===== src/rtl/fetch_sprime_sram.sv =====
// Fetches one pre-IDCT coefficient block (16x16 Y or 8x8 U/V) from SRAM, column-major, into S' RAM port A as row pairs.
// Optional FETCH_SP_ZERO_DETECT_EN adds all_zero, flagging a block whose fetched samples were all zero.
module fetch_sprime_sram #(
  parameter int Y_BASE    = 76800,
  parameter int U_BASE    = 153600,
  parameter int V_BASE    = 192000,
  parameter int Y_STRIDE  = 320,
  parameter int UV_STRIDE = 160,
  parameter int SRAM_LAT  = 2
) (
  input  logic        Clock,
  input  logic        Reset,
  input  logic        start,
  input  logic        Y_finished,
  input  logic        U_finished,
  input  logic [7:0]  Rb,
  input  logic [7:0]  Cb,
  input  logic [15:0] SRAM_read_data,
  output logic [17:0] SRAM_address,
  output logic        SRAM_we_n,
  output logic [7:0]  Address_Sp_a,
  output logic [31:0] Write_data_Sp_a,
  output logic        Write_en_Sp_a,
  output logic        busy,
  output logic        done
`ifdef FETCH_SP_ZERO_DETECT_EN
  ,
  output logic        all_zero
`endif
);

  typedef enum logic [1:0] {S_IDLE, S_ISSUE, S_DRAIN, S_DONE} state_t;

  state_t              state, state_nxt;
  logic                is_y;
  logic [17:0]         base;
  logic [8:0]          stride;
  logic [7:0]          rb_q, cb_q;
  logic [3:0]          ri, ci, n_last;
  logic [SRAM_LAT-1:0] vld_sr, par_sr;
  logic [15:0]         even_q;
  logic [17:0]         ra, ca;
  logic                issuing, last_issue, accept, samp_vld, samp_odd;

  assign n_last     = is_y ? 4'd15 : 4'd7;
  assign issuing    = (state == S_ISSUE);
  assign last_issue = issuing && (ri == n_last) && (ci == n_last);
  assign accept     = (state == S_IDLE) && start;
  assign samp_vld   = vld_sr[SRAM_LAT-1];
  assign samp_odd   = par_sr[SRAM_LAT-1];

  // Block origin is Rb*N / Cb*N; everything wraps at 18 bits.
  always_comb begin
    ra = '0;
    ca = '0;
    if (is_y) begin
      ra = {6'b0, rb_q, 4'b0} + {14'b0, ri};
      ca = {6'b0, cb_q, 4'b0} + {14'b0, ci};
    end else begin
      ra = {7'b0, rb_q, 3'b0} + {14'b0, ri};
      ca = {7'b0, cb_q, 3'b0} + {14'b0, ci};
    end
  end

  assign SRAM_address    = issuing ? (base + ra * {9'b0, stride} + ca) : '0;
  assign SRAM_we_n       = 1'b1;
  assign Write_en_Sp_a   = samp_vld && samp_odd;
  assign Write_data_Sp_a = Write_en_Sp_a ? {even_q, SRAM_read_data} : '0;

  always_comb begin
    state_nxt = state;
    busy      = 1'b0;
    done      = 1'b0;
    case (state)
      S_IDLE:  if (start) state_nxt = S_ISSUE;
      S_ISSUE: begin
        busy = 1'b1;
        if (last_issue) state_nxt = S_DRAIN;
      end
      S_DRAIN: begin
        busy = 1'b1;
        // Leave once only the final (oldest) read remains; its write happens this cycle.
        if ((vld_sr << 1) == '0) state_nxt = S_DONE;
      end
      S_DONE: begin
        busy      = 1'b1;
        done      = 1'b1;
        state_nxt = S_IDLE;
      end
      default: state_nxt = S_IDLE;
    endcase
  end

  always_ff @(posedge Clock) begin
    if (Reset) begin
      state        <= S_IDLE;
      is_y         <= 1'b0;
      base         <= '0;
      stride       <= '0;
      rb_q         <= '0;
      cb_q         <= '0;
      ri           <= '0;
      ci           <= '0;
      vld_sr       <= '0;
      par_sr       <= '0;
      even_q       <= '0;
      Address_Sp_a <= '0;
    end else begin
      state  <= state_nxt;
      vld_sr <= (vld_sr << 1) | SRAM_LAT'(issuing);
      par_sr <= (par_sr << 1) | SRAM_LAT'(issuing && ri[0]);
      if (accept) begin
        is_y         <= ~Y_finished;
        base         <= !Y_finished ? 18'(Y_BASE) : (U_finished ? 18'(V_BASE) : 18'(U_BASE));
        stride       <= !Y_finished ? 9'(Y_STRIDE) : 9'(UV_STRIDE);
        rb_q         <= Rb;
        cb_q         <= Cb;
        ri           <= '0;
        ci           <= '0;
        Address_Sp_a <= '0;
      end
      if (issuing) begin
        ri <= (ri == n_last) ? 4'd0 : ri + 4'd1;
        if (ri == n_last) ci <= ci + 4'd1;
      end
      if (samp_vld && !samp_odd) even_q <= SRAM_read_data;
      if (Write_en_Sp_a) Address_Sp_a <= Address_Sp_a + 8'd1;
    end
  end

`ifdef FETCH_SP_ZERO_DETECT_EN
  logic nz_q, nz_nxt;

  assign nz_nxt = nz_q || (samp_vld && (SRAM_read_data != 16'h0000));

  always_ff @(posedge Clock) begin
    if (Reset) begin
      nz_q     <= 1'b0;
      all_zero <= 1'b0;
    end else if (accept) begin
      nz_q     <= 1'b0;
      all_zero <= 1'b0;
    end else begin
      nz_q <= nz_nxt;
      if (state == S_DRAIN && state_nxt == S_DONE) all_zero <= ~nz_nxt;
    end
  end
`endif

endmodule


===== config.mk =====
export PLATFORM = sky130hd
export DESIGN_NAME = fetch_sprime_sram
export DESIGN_NICKNAME = d
export VERILOG_FILES = /design/src/rtl/fetch_sprime_sram.sv
export SDC_FILE = /design/constraint.sdc
export NUM_CORES = 1
export LEC_CHECK = 0
export CAP_MARGIN = 20
export CORE_MARGIN = 1
export CORE_UTILIZATION = 55
export DETAILED_ROUTE_END_ITERATION = 6
export PLACE_DENSITY_LB_ADDON = 0.25
export SLEW_MARGIN = 20
export SYNTH_ARGS = -nofsm -noshare
export SYNTH_HDL_FRONTEND = slang
export SYNTH_SLANG_ARGS = --single-unit

===== constraint.sdc =====
create_clock -name Clock -period 13.1 [get_ports Clock]
set_input_delay 3.275 -clock Clock [delete_from_list [all_inputs] [get_ports Clock]]
set_output_delay 3.275 -clock Clock [all_outputs]
set_load 0.05 [all_outputs]

==> results.json, run 1 <==
{
  "port_buffers": 97,
  "clkLatencyLatePin_ns": 0.34,
  "grt_pass1_wl_mm": 18.7,
  "syn-cell-area_mm2": 0.00488,
  "numClockSinks": 60,
  "cts_setup_buffers": 0,
  "cts-root-buf": "clkbuf_8",
  "drcViolationCount": 0,
  "worst_pin_slew_ns": 1.07,
  "cts_tree": "done",
  "numCtsBuffers": 9,
  "place.gp.congestion": 0.803,
  "synthesis.instances": 608,
  "avgRoutedWirePerCell_um": 13.8,
  "htreeDepth": 3,
  "syn_nets": 726,
  "track_usage_pct": 25.7,
  "drt_iter0_markers": 262,
  "timing.final.crit_share_pct": 72.2,
  "dr_total_vias": 4335,
  "cts.reportedPaths.clkPinSlew_ns": 0.07,
  "synth-main-ff-cell": "dfxtp_1",
  "syn_avg_cell_area_um2": 8.02,
  "synth.distinct_cells": 51,
  "power_density_mw_per_mm2": 119,
  "nNetsFinal": 802,
  "rsz0062_at_grt": "no",
  "finalSetupViolations": 0,
  "dp.final_hpwl_mm": 8.18,
  "diodes": 0,
  "vdd_drop_max_mv": 0.0813,
  "grt_start_max_net_pins": 60,
  "viasPerCell": 5.46,
  "crit_arrival_ns": 6.18,
  "status": "finished clean",
  "leakage_nw": 2.82,
  "io_pins": 99,
  "setup_tns_ns": 0,
  "skew_ns": 0.0111,
  "yosysSeqAreaShare_pct": 24.6,
  "layout_min_cycle_time_ns": 9.46,
  "maxCapViolCount": 0,
  "fin_total_pwr_w": 0.000721,
  "start_util_pct": 58.2,
  "critPathMaxFanout": 6,
  "max_freq_ghz": 0.106,
  "finalHoldViolCount": 0,
  "grt_pass1_vias": 4230,
  "startpoint_type": "register",
  "worstPathRequired_ns": 9.82,
  "rows": 33,
  "ff2ff_setup_slack_ns": 10.85,
  "cts_resized": 0,
  "wl_mm": 11.0,
  "yosys_warnings": 0,
  "die_h_um": 96.2,
  "cp-startpoint": "ri[3]$_SDFFE_PP0P_",
  "crit_path_end_kind": "primary output",
  "layout_commonest_cell": "clkdlybuf4s50_1",
  "hp-start": "even_q[7]$_SDFFE_PP0P_",
  "synthArstFlopShare_pct": 0,
  "areaGrowthSynthToFinish_pct": 24.3,
  "drt.antenna.violating_nets": 0,
  "drive_above_1_share_pct": 3.34,
  "synth-seq-cells": 60,
  "die-area_mm2": 0.00925,
  "max_slew_margin_pct": 28.9,
  "gr-total-overflow": 0,
  "antenna_found_initial": 0,
  "synth_enable_flop_cells": 0,
  "r2r_start": "vld_sr[1]$_SDFF_PP0_",
  "drv_slew": 0,
  "die_width_um": 96.2,
  "coreArea_mm2": 0.00838,
  "hold_class": "register to register",
  "cts_buffer_depth": 2,
  "dr.pass1.iters": 5,
  "hold_buffers": 0,
  "num-fill-cells": 671,
  "critPathKind": "register to primary output",
  "mostFrequentLayoutCells": "96 x clkdlybuf4s50_1, 93 x nand2_1, 60 x dfxtp_1"
}
==> power by group <==
group	internal [W]	switching, W	total (W)
Sequential	0.000206	0.0000330	0.000239
Clock	0.000126	0.0000728	0.000199
Combinational	0.000109	0.000174	0.000283
Total	0.000441	0.000280	0.000721
==> stage by stage <==
step | hold WS, ns | area (um^2) | utilization [%] | worst slack, ns | instances
floorplan | 0.414 | 4880 | - | 4.39 | 608
finish | 0.451 | 6060 | 72.4 | 3.64 | 794
detailed placement | 0.444 | 5830 | 69.6 | 4.08 | 778
global route | 0.471 | 6060 | 72.4 | 3.37 | 794
global placement | 0.428 | 5830 | 69.6 | 4.22 | 778
CTS | 0.453 | 6060 | 72.4 | 3.66 | 794
==> routing by layer <==
| metal | GRT usage (%) | wire, um | share of wire [%] |
|---|---|---|---|
| met1 | 31.3 | 4770 | 44 |
| met2 | 44.1 | 5360 | 49 |
| met3 | 7.58 | 709 | 6.5 |
| met4 | 6.84 | 120 | 1.1 |
| met5 | 0 | 0 | 0 |
==> cell usage after synthesis (3+ instances only) <==
master | number | area share (%)
nand2_1 | 93 | 7.2
dfxtp_1 | 60 | 25
a21oi_1 | 57 | 5.8
inv_1 | 57 | 4.4
ha_1 | 50 | 13
nor2_1 | 38 | 2.9
and3_1 | 32 | 4.1
fa_1 | 31 | 13
clkbuf_1 | 27 | 2.1
and2_1 | 23 | 2.9
o21ai_0 | 20 | 2.1
nand3_1 | 19 | 1.9
nor2b_1 | 13 | 1.7
xnor2_1 | 10 | 1.8
o21a_1 | 7 | 1.1
xor2_1 | 7 | 1.3
nor3_1 | 5 | 0.51
a21o_1 | 4 | 0.62
nand2b_1 | 4 | 0.51
or3_1 | 4 | 0.51
a32o_1 | 3 | 0.62
buf_4 | 3 | 0.46
nand3b_1 | 3 | 0.46
nor3b_1 | 3 | 0.46
==> sequential cells by signal, indices dropped and copies added (netlist names) <==
signal and count:
Address_Sp_a 8, state 2, rb_q 8, even_q 16
vld_sr 2, cb_q 8, par_sr 2, base 6
ri 4, ci 4
==> cells by family after synthesis <==
kind of cell / synth area share, %
xor gates and xnor gates: 3.51
muxes: 0.872
AOI/OAI and AO/OA: 13.1
DFF: 24.6
buffers and inverters: 7.46
adders and majority gates: 25.5
and+or+nand+nor: 24.8
other: 0.0769
==> worst paths after layout <==
check	endpoint	depth (start not counted)
hold reg to reg	even_q[7]$_SDFFE_PP0P_	2
hold / removal	even_q[7]$_SDFFE_PP0P_	2
setup / recovery	SRAM_address[15]	20
setup reg to reg	Address_Sp_a[7]$_SDFFE_PP0P_	6
==> final cells by class <==
| class | instances | area (um^2) | area share (%) |
|---|---|---|---|
| Tap cell | 105 | 131 | 2.17 |
| Sequential cell | 60 | 1200 | 19.8 |
| Clock inverter | 5 | 100 | 1.65 |
| Clock buffer | 11 | 131 | 2.17 |
| Multi-Input combinational cell | 458 | 3310 | 54.6 |
| Timing Repair Buffer | 98 | 973 | 16.1 |
| Inverter | 57 | 214 | 3.53 |
==> worst max-delay path: stages (launching register included) <==
cell and delay [ns]:
dfxtp_1 0.42, ha_1 0.27, xnor2_1 0.14, nor2_1 0.06, o21ai_0 0.32, fa_1 0.47
inv_1 0.08, fa_1 0.42, ha_1 0.33, fa_1 0.53, inv_1 0.05, fa_1 0.52
inv_1 0.04, ha_1 0.35, a21o_1 0.20, a21oi_1 0.17, a21boi_1 0.13, o21a_1 0.21
o21ai_0 0.15, and3b_1 0.17, clkdlybuf4s50_1 0.79
(Power assumes the default switching activity.)
==> inputs of run 2 (changes only) <==
Settings changed: CORE_UTILIZATION 55 to 53.
Clock period 13.1 ns to 9.37 ns, I/O delays scaled along.
==> results.json, run 2 (synthesis gave the netlist of run 1 again) <==
{
  "crit_path_end_kind": "primary output",
  "maxCapViolCount": 0,
  "dp.cells": 781,
  "wl_mm": 10.8,
  "worstPathRequired_ns": 7.03,
  "largest_reg_flops": 16,
  "numClockSinks": 60,
  "diodes": 0,
  "path_buf_inv": 4,
  "layout_min_cycle_time_ns": 8.45,
  "finalSetupViolations": 0,
  "io_pins": 99,
  "fin_cells": 797,
  "grt_pass1_vias": 4481,
  "dr.pass1.iters": 7,
  "layout_commonest_cell": "clkdlybuf4s50_1",
  "leakage_nw": 2.81,
  "port_buffers": 97,
  "finalHoldViolCount": 0,
  "die-area_mm2": 0.00959,
  "crit_arrival_ns": 6.11,
  "max_freq_ghz": 0.118,
  "cts.reportedPaths.clkPinSlew_ns": 0.07,
  "drt.antenna.violating_nets": 0,
  "rows": 34,
  "cpMostUsedCell": "fa_1",
  "vdd_drop_max_mv": 0.102,
  "cp_cell_sequence": "ha_1 -> xnor2_1 -> nor2_1 -> o21ai_0 -> fa_1 -> inv_1 -> fa_1 -> ha_1 -> fa_1 -> inv_1 -> fa_1 -> inv_1 -> ha_1 -> a21o_1 -> a21oi_1 -> a21boi_1 -> o21a_1 -> o21ai_0 -> and3b_1 -> clkdlybuf4s50_1",
  "cts_setup_buffers": 0,
  "violations": "design-rule violations",
  "critPathMaxStageDelay_ns": 0.79,
  "avgRoutedWirePerCell_um": 13.6,
  "drt_iter0_markers": 134,
  "worst_pin_slew_ns": 1.07,
  "cts_resized": 0,
  "numCtsBuffers": 9,
  "cts_buffer_depth": 2,
  "track_usage_pct": 23.8,
  "drive_above_1_share_pct": 3.63,
  "clkLatencyLatePin_ns": 0.33,
  "htreeDepth": 3,
  "startpoint_type": "register",
  "critPathMaxFanout": 6,
  "fin_total_pwr_w": 0.000965,
  "dp.final_hpwl_mm": 8.07,
  "hold_class": "register to register",
  "nNetsFinal": 802,
  "start_util_pct": 55.4,
  "timing.final.crit_share_pct": 90.2,
  "drcViolationCount": 2,
  "die_h_um": 97.9,
  "cts_tree": "done",
  "cp_slowest_cell": "clkdlybuf4s50_1",
  "drv_slew": 0,
  "hold_buffers": 0,
  "cp_top_family": "adder cells",
  "status": "complete, but fails checks",
  "setup_tns_ns": 0,
  "viasPerCell": 5.42,
  "mostFrequentLayoutCells": "96 x clkdlybuf4s50_1, 93 x nand2_1, 60 x dfxtp_1",
  "place.gp.congestion": 0.813,
  "power_density_mw_per_mm2": 160,
  "areaGrowthSynthToFinish_pct": 23.9,
  "dr_total_vias": 4316,
  "grt_pass1_wl_mm": 18.8,
  "die_width_um": 97.9,
  "largest_register": "even_q",
  "gr-total-overflow": 0,
  "ff2ff_setup_slack_ns": 7.18,
  "max_slew_margin_pct": 28.6,
  "coreArea_mm2": 0.00881,
  "critPathKind": "register to primary output",
  "antenna_found_initial": 0,
  "cts-root-buf": "clkbuf_8",
  "grt_start_max_net_pins": 60,
  "rsz0062_at_grt": "no",
  "skew_ns": 0.0113
}
## run 2: final cells by class
| cell class | count | area (um^2) |
|---|---|---|
| Inverter | 57 | 214 |
| Clock buffer | 12 | 155 |
| Multi-Input combinational cell | 458 | 3320 |
| Timing Repair Buffer | 98 | 973 |
| Clock inverter | 4 | 47.5 |
| Tap cell | 108 | 135 |
| Sequential cell | 60 | 1200 |
| Fill cell | 702 | 2760 |
## run 2: stage by stage
step	util [%]	cell area (um^2)	worst slack, ns	hold WS (ns)
floorplan	-	4880	1.59	0.414
global placement	66.3	5840	1.42	0.430
detailed placement	66.3	5840	1.25	0.442
CTS	68.6	6040	0.901	0.455
global route	68.6	6040	0.574	0.480
finish	68.6	6040	0.920	0.450
## run 2: where the power goes
part           internal [W]  switching [W]
Sequential         0.000289      0.0000461
Clock              0.000136      0.0000978
Combinational      0.000153       0.000243
## run 2: final timing paths
check,start,to,cells after the start
worst min-delay path,even_q[6]$_SDFFE_PP0P_,even_q[6]$_SDFFE_PP0P_,2
worst max register to register,par_sr[1]$_SDFF_PP0_,Address_Sp_a[7]$_SDFFE_PP0P_,6
worst max-delay path,ri[3]$_SDFFE_PP0P_,SRAM_address[15],20
worst min register to register,even_q[6]$_SDFFE_PP0P_,even_q[6]$_SDFFE_PP0P_,2
## run 2: metal layers
layer	routed length (um)	track usage, %
met1	4590	26.7
met2	5550	44.1
met3	603	6.30
met4	89	6.64
met5	0	0
## run 2: worst register-to-register path, cell delays in order, from the launching register on
cell	delay, ns
dfxtp_1	0.91
nand2_1	0.36
nor3_1	0.39
nand3_1	0.14
nand3_1	0.10
o21a_1	0.12
nor2_1	0.03
==> inputs of run 3 (changes only) <==
Settings changed: PLACE_DENSITY set to 0.79, PLACE_DENSITY_LB_ADDON 0.25 to unset.
Clock period 9.37 ns to 8.8 ns, I/O delays scaled along.
==> results.json, run 3 (synthesis gave the netlist of run 1 again) <==
{
  "layout_min_cycle_time_ns": 8.34,
  "avgRoutedWirePerCell_um": 13.2,
  "num-fill-cells": 724,
  "clkLatencyLatePin_ns": 0.33,
  "power_density_mw_per_mm2": 165,
  "status": "complete, but fails checks",
  "cts.reportedPaths.clkPinSlew_ns": 0.07,
  "cts_buffer_depth": 2,
  "cp_top_family": "adder cells",
  "grt_pass1_wl_mm": 18.0,
  "top_layer": "met4",
  "dr_wl_met3_um": 450,
  "wl_mm": 10.5,
  "wl_met1_mm": 4.61,
  "die-area_mm2": 0.00959,
  "coreArea_mm2": 0.00881,
  "mostFrequentLayoutCells": "96 x clkdlybuf4s50_1, 93 x nand2_1, 59 x dfxtp_1",
  "leakage_nw": 2.79,
  "fin_ws_ns": 0.461,
  "fin_total_pwr_w": 0.000994,
  "skew_ns": 0.00811,
  "start_util_pct": 55.4,
  "setup_tns_ns": 0,
  "dr.pass1.iters": 7,
  "cpMostUsedCell": "fa_1",
  "track_usage_pct": 22.8,
  "io_pins": 99,
  "drcViolationCount": 3,
  "antenna_found_initial": 0,
  "viasPerCell": 5.42,
  "critPathMaxFanout": 6,
  "rsz0062_at_grt": "no",
  "critPathMaxStageDelay_ns": 0.79,
  "hold_buffers": 0,
  "wl_met2_mm": 5.29,
  "cts_resized": 0,
  "numCtsBuffers": 9,
  "hold_class": "register to register",
  "port_buffers": 97,
  "place.gp.congestion": 0.882,
  "die_width_um": 97.9,
  "critPathKind": "register to primary output",
  "finalHoldViolCount": 0,
  "rows": 34,
  "areaGrowthSynthToFinish_pct": 23.4,
  "cts_setup_buffers": 0,
  "grt_pass1_vias": 4057,
  "layout_commonest_cell": "clkdlybuf4s50_1",
  "numClockSinks": 60,
  "diodes": 0,
  "cts-root-buf": "clkbuf_8",
  "largest_register": "even_q",
  "drt.antenna.violating_nets": 0,
  "dr_total_vias": 4316,
  "place_ws_ns": 0.630,
  "grt_start_max_net_pins": 60,
  "htreeDepth": 3,
  "largest_reg_flops": 16,
  "vdd_drop_max_mv": 0.105,
  "drt_iter0_markers": 132,
  "timing.final.crit_share_pct": 94.8,
  "finalSetupViolations": 0,
  "gr-total-overflow": 0,
  "crit_path_end_kind": "primary output",
  "drive_above_1_share_pct": 3.92,
  "drv_slew": 0,
  "cp_cell_sequence": "ha_1 -> xnor2_1 -> nor2_1 -> o21ai_0 -> fa_1 -> inv_1 -> fa_1 -> ha_1 -> fa_1 -> inv_1 -> fa_1 -> inv_1 -> ha_1 -> a21o_1 -> a21oi_1 -> a21boi_1 -> o21a_1 -> o21ai_0 -> and3b_1 -> clkdlybuf4s50_1",
  "cts_tree": "done",
  "die_h_um": 97.9,
  "path_buf_inv": 4,
  "maxCapViolCount": 0,
  "crit_arrival_ns": 6.14,
  "violations": "design-rule violations",
  "nNetsFinal": 802,
  "startpoint_type": "register",
  "dp.final_hpwl_mm": 8.00,
  "max_freq_ghz": 0.120,
  "max_slew_margin_pct": 29.0,
  "cp_slowest_cell": "clkdlybuf4s50_1",
  "worstPathRequired_ns": 6.60,
  "worst_pin_slew_ns": 1.07
}
[run 3: area by class of cell]
class / instances / area (um^2) / share of cell area (%)
timing repair buffer: 98 / 973 / 16.2
sequential: 60 / 1200 / 20.0
multi-input combinational: 458 / 3320 / 55.1
inverter: 57 / 214 / 3.56
clock inverter: 6 / 40.0 / 0.665
clock buffer: 10 / 138 / 2.29
tap: 108 / 135 / 2.25
[run 3: per-layer routing]
layer	vias to the layer above	track usage (%)
li1	2166	-
met1	2049	28.1
met2	89	39.5
met3	12	5.15
met4	0	6.99
met5	-	0
[run 3: where the power goes]
group / leakage (nW) / total, W / internal [W] / switching, W
Clock: 0.0803 / 0.000217 / 0.000109 / 0.000109
Combinational: 2.22 / 0.000417 / 0.000162 / 0.000255
Sequential: 0.488 / 0.000360 / 0.000307 / 0.0000525
[run 3: worst paths after layout]
path	end	startpoint	cells past startpoint	slack, ns
max	SRAM_address[15]	ri[3]$_SDFFE_PP0P_	20	0.46
max reg2reg	Address_Sp_a[7]$_SDFFE_PP0P_	vld_sr[1]$_SDFF_PP0_	6	6.58
min	even_q[9]$_SDFFE_PP0P_	even_q[9]$_SDFFE_PP0P_	2	0.45
min reg2reg	even_q[9]$_SDFFE_PP0P_	even_q[9]$_SDFFE_PP0P_	2	0.45
[run 3: stage by stage]
step / area, um^2 / hold WS [ns] / utilization [%] / cells
floorplan: 4880 / 0.414 / - / 608
global placement: 5840 / 0.435 / 66.3 / 781
detailed placement: 5840 / 0.434 / 66.3 / 781
CTS: 6010 / 0.451 / 68.3 / 797
global route: 6020 / 0.468 / 68.3 / 797
finish: 6020 / 0.451 / 68.3 / 797
[run 3: worst register-to-register path, stage by stage (launching register included)]
cell and delay, ns:
dfxtp_1 0.92, nand2_1 0.37, nor3_1 0.38, nand3_1 0.15, nand3_1 0.10, o21a_1 0.12, nor2_1 0.03
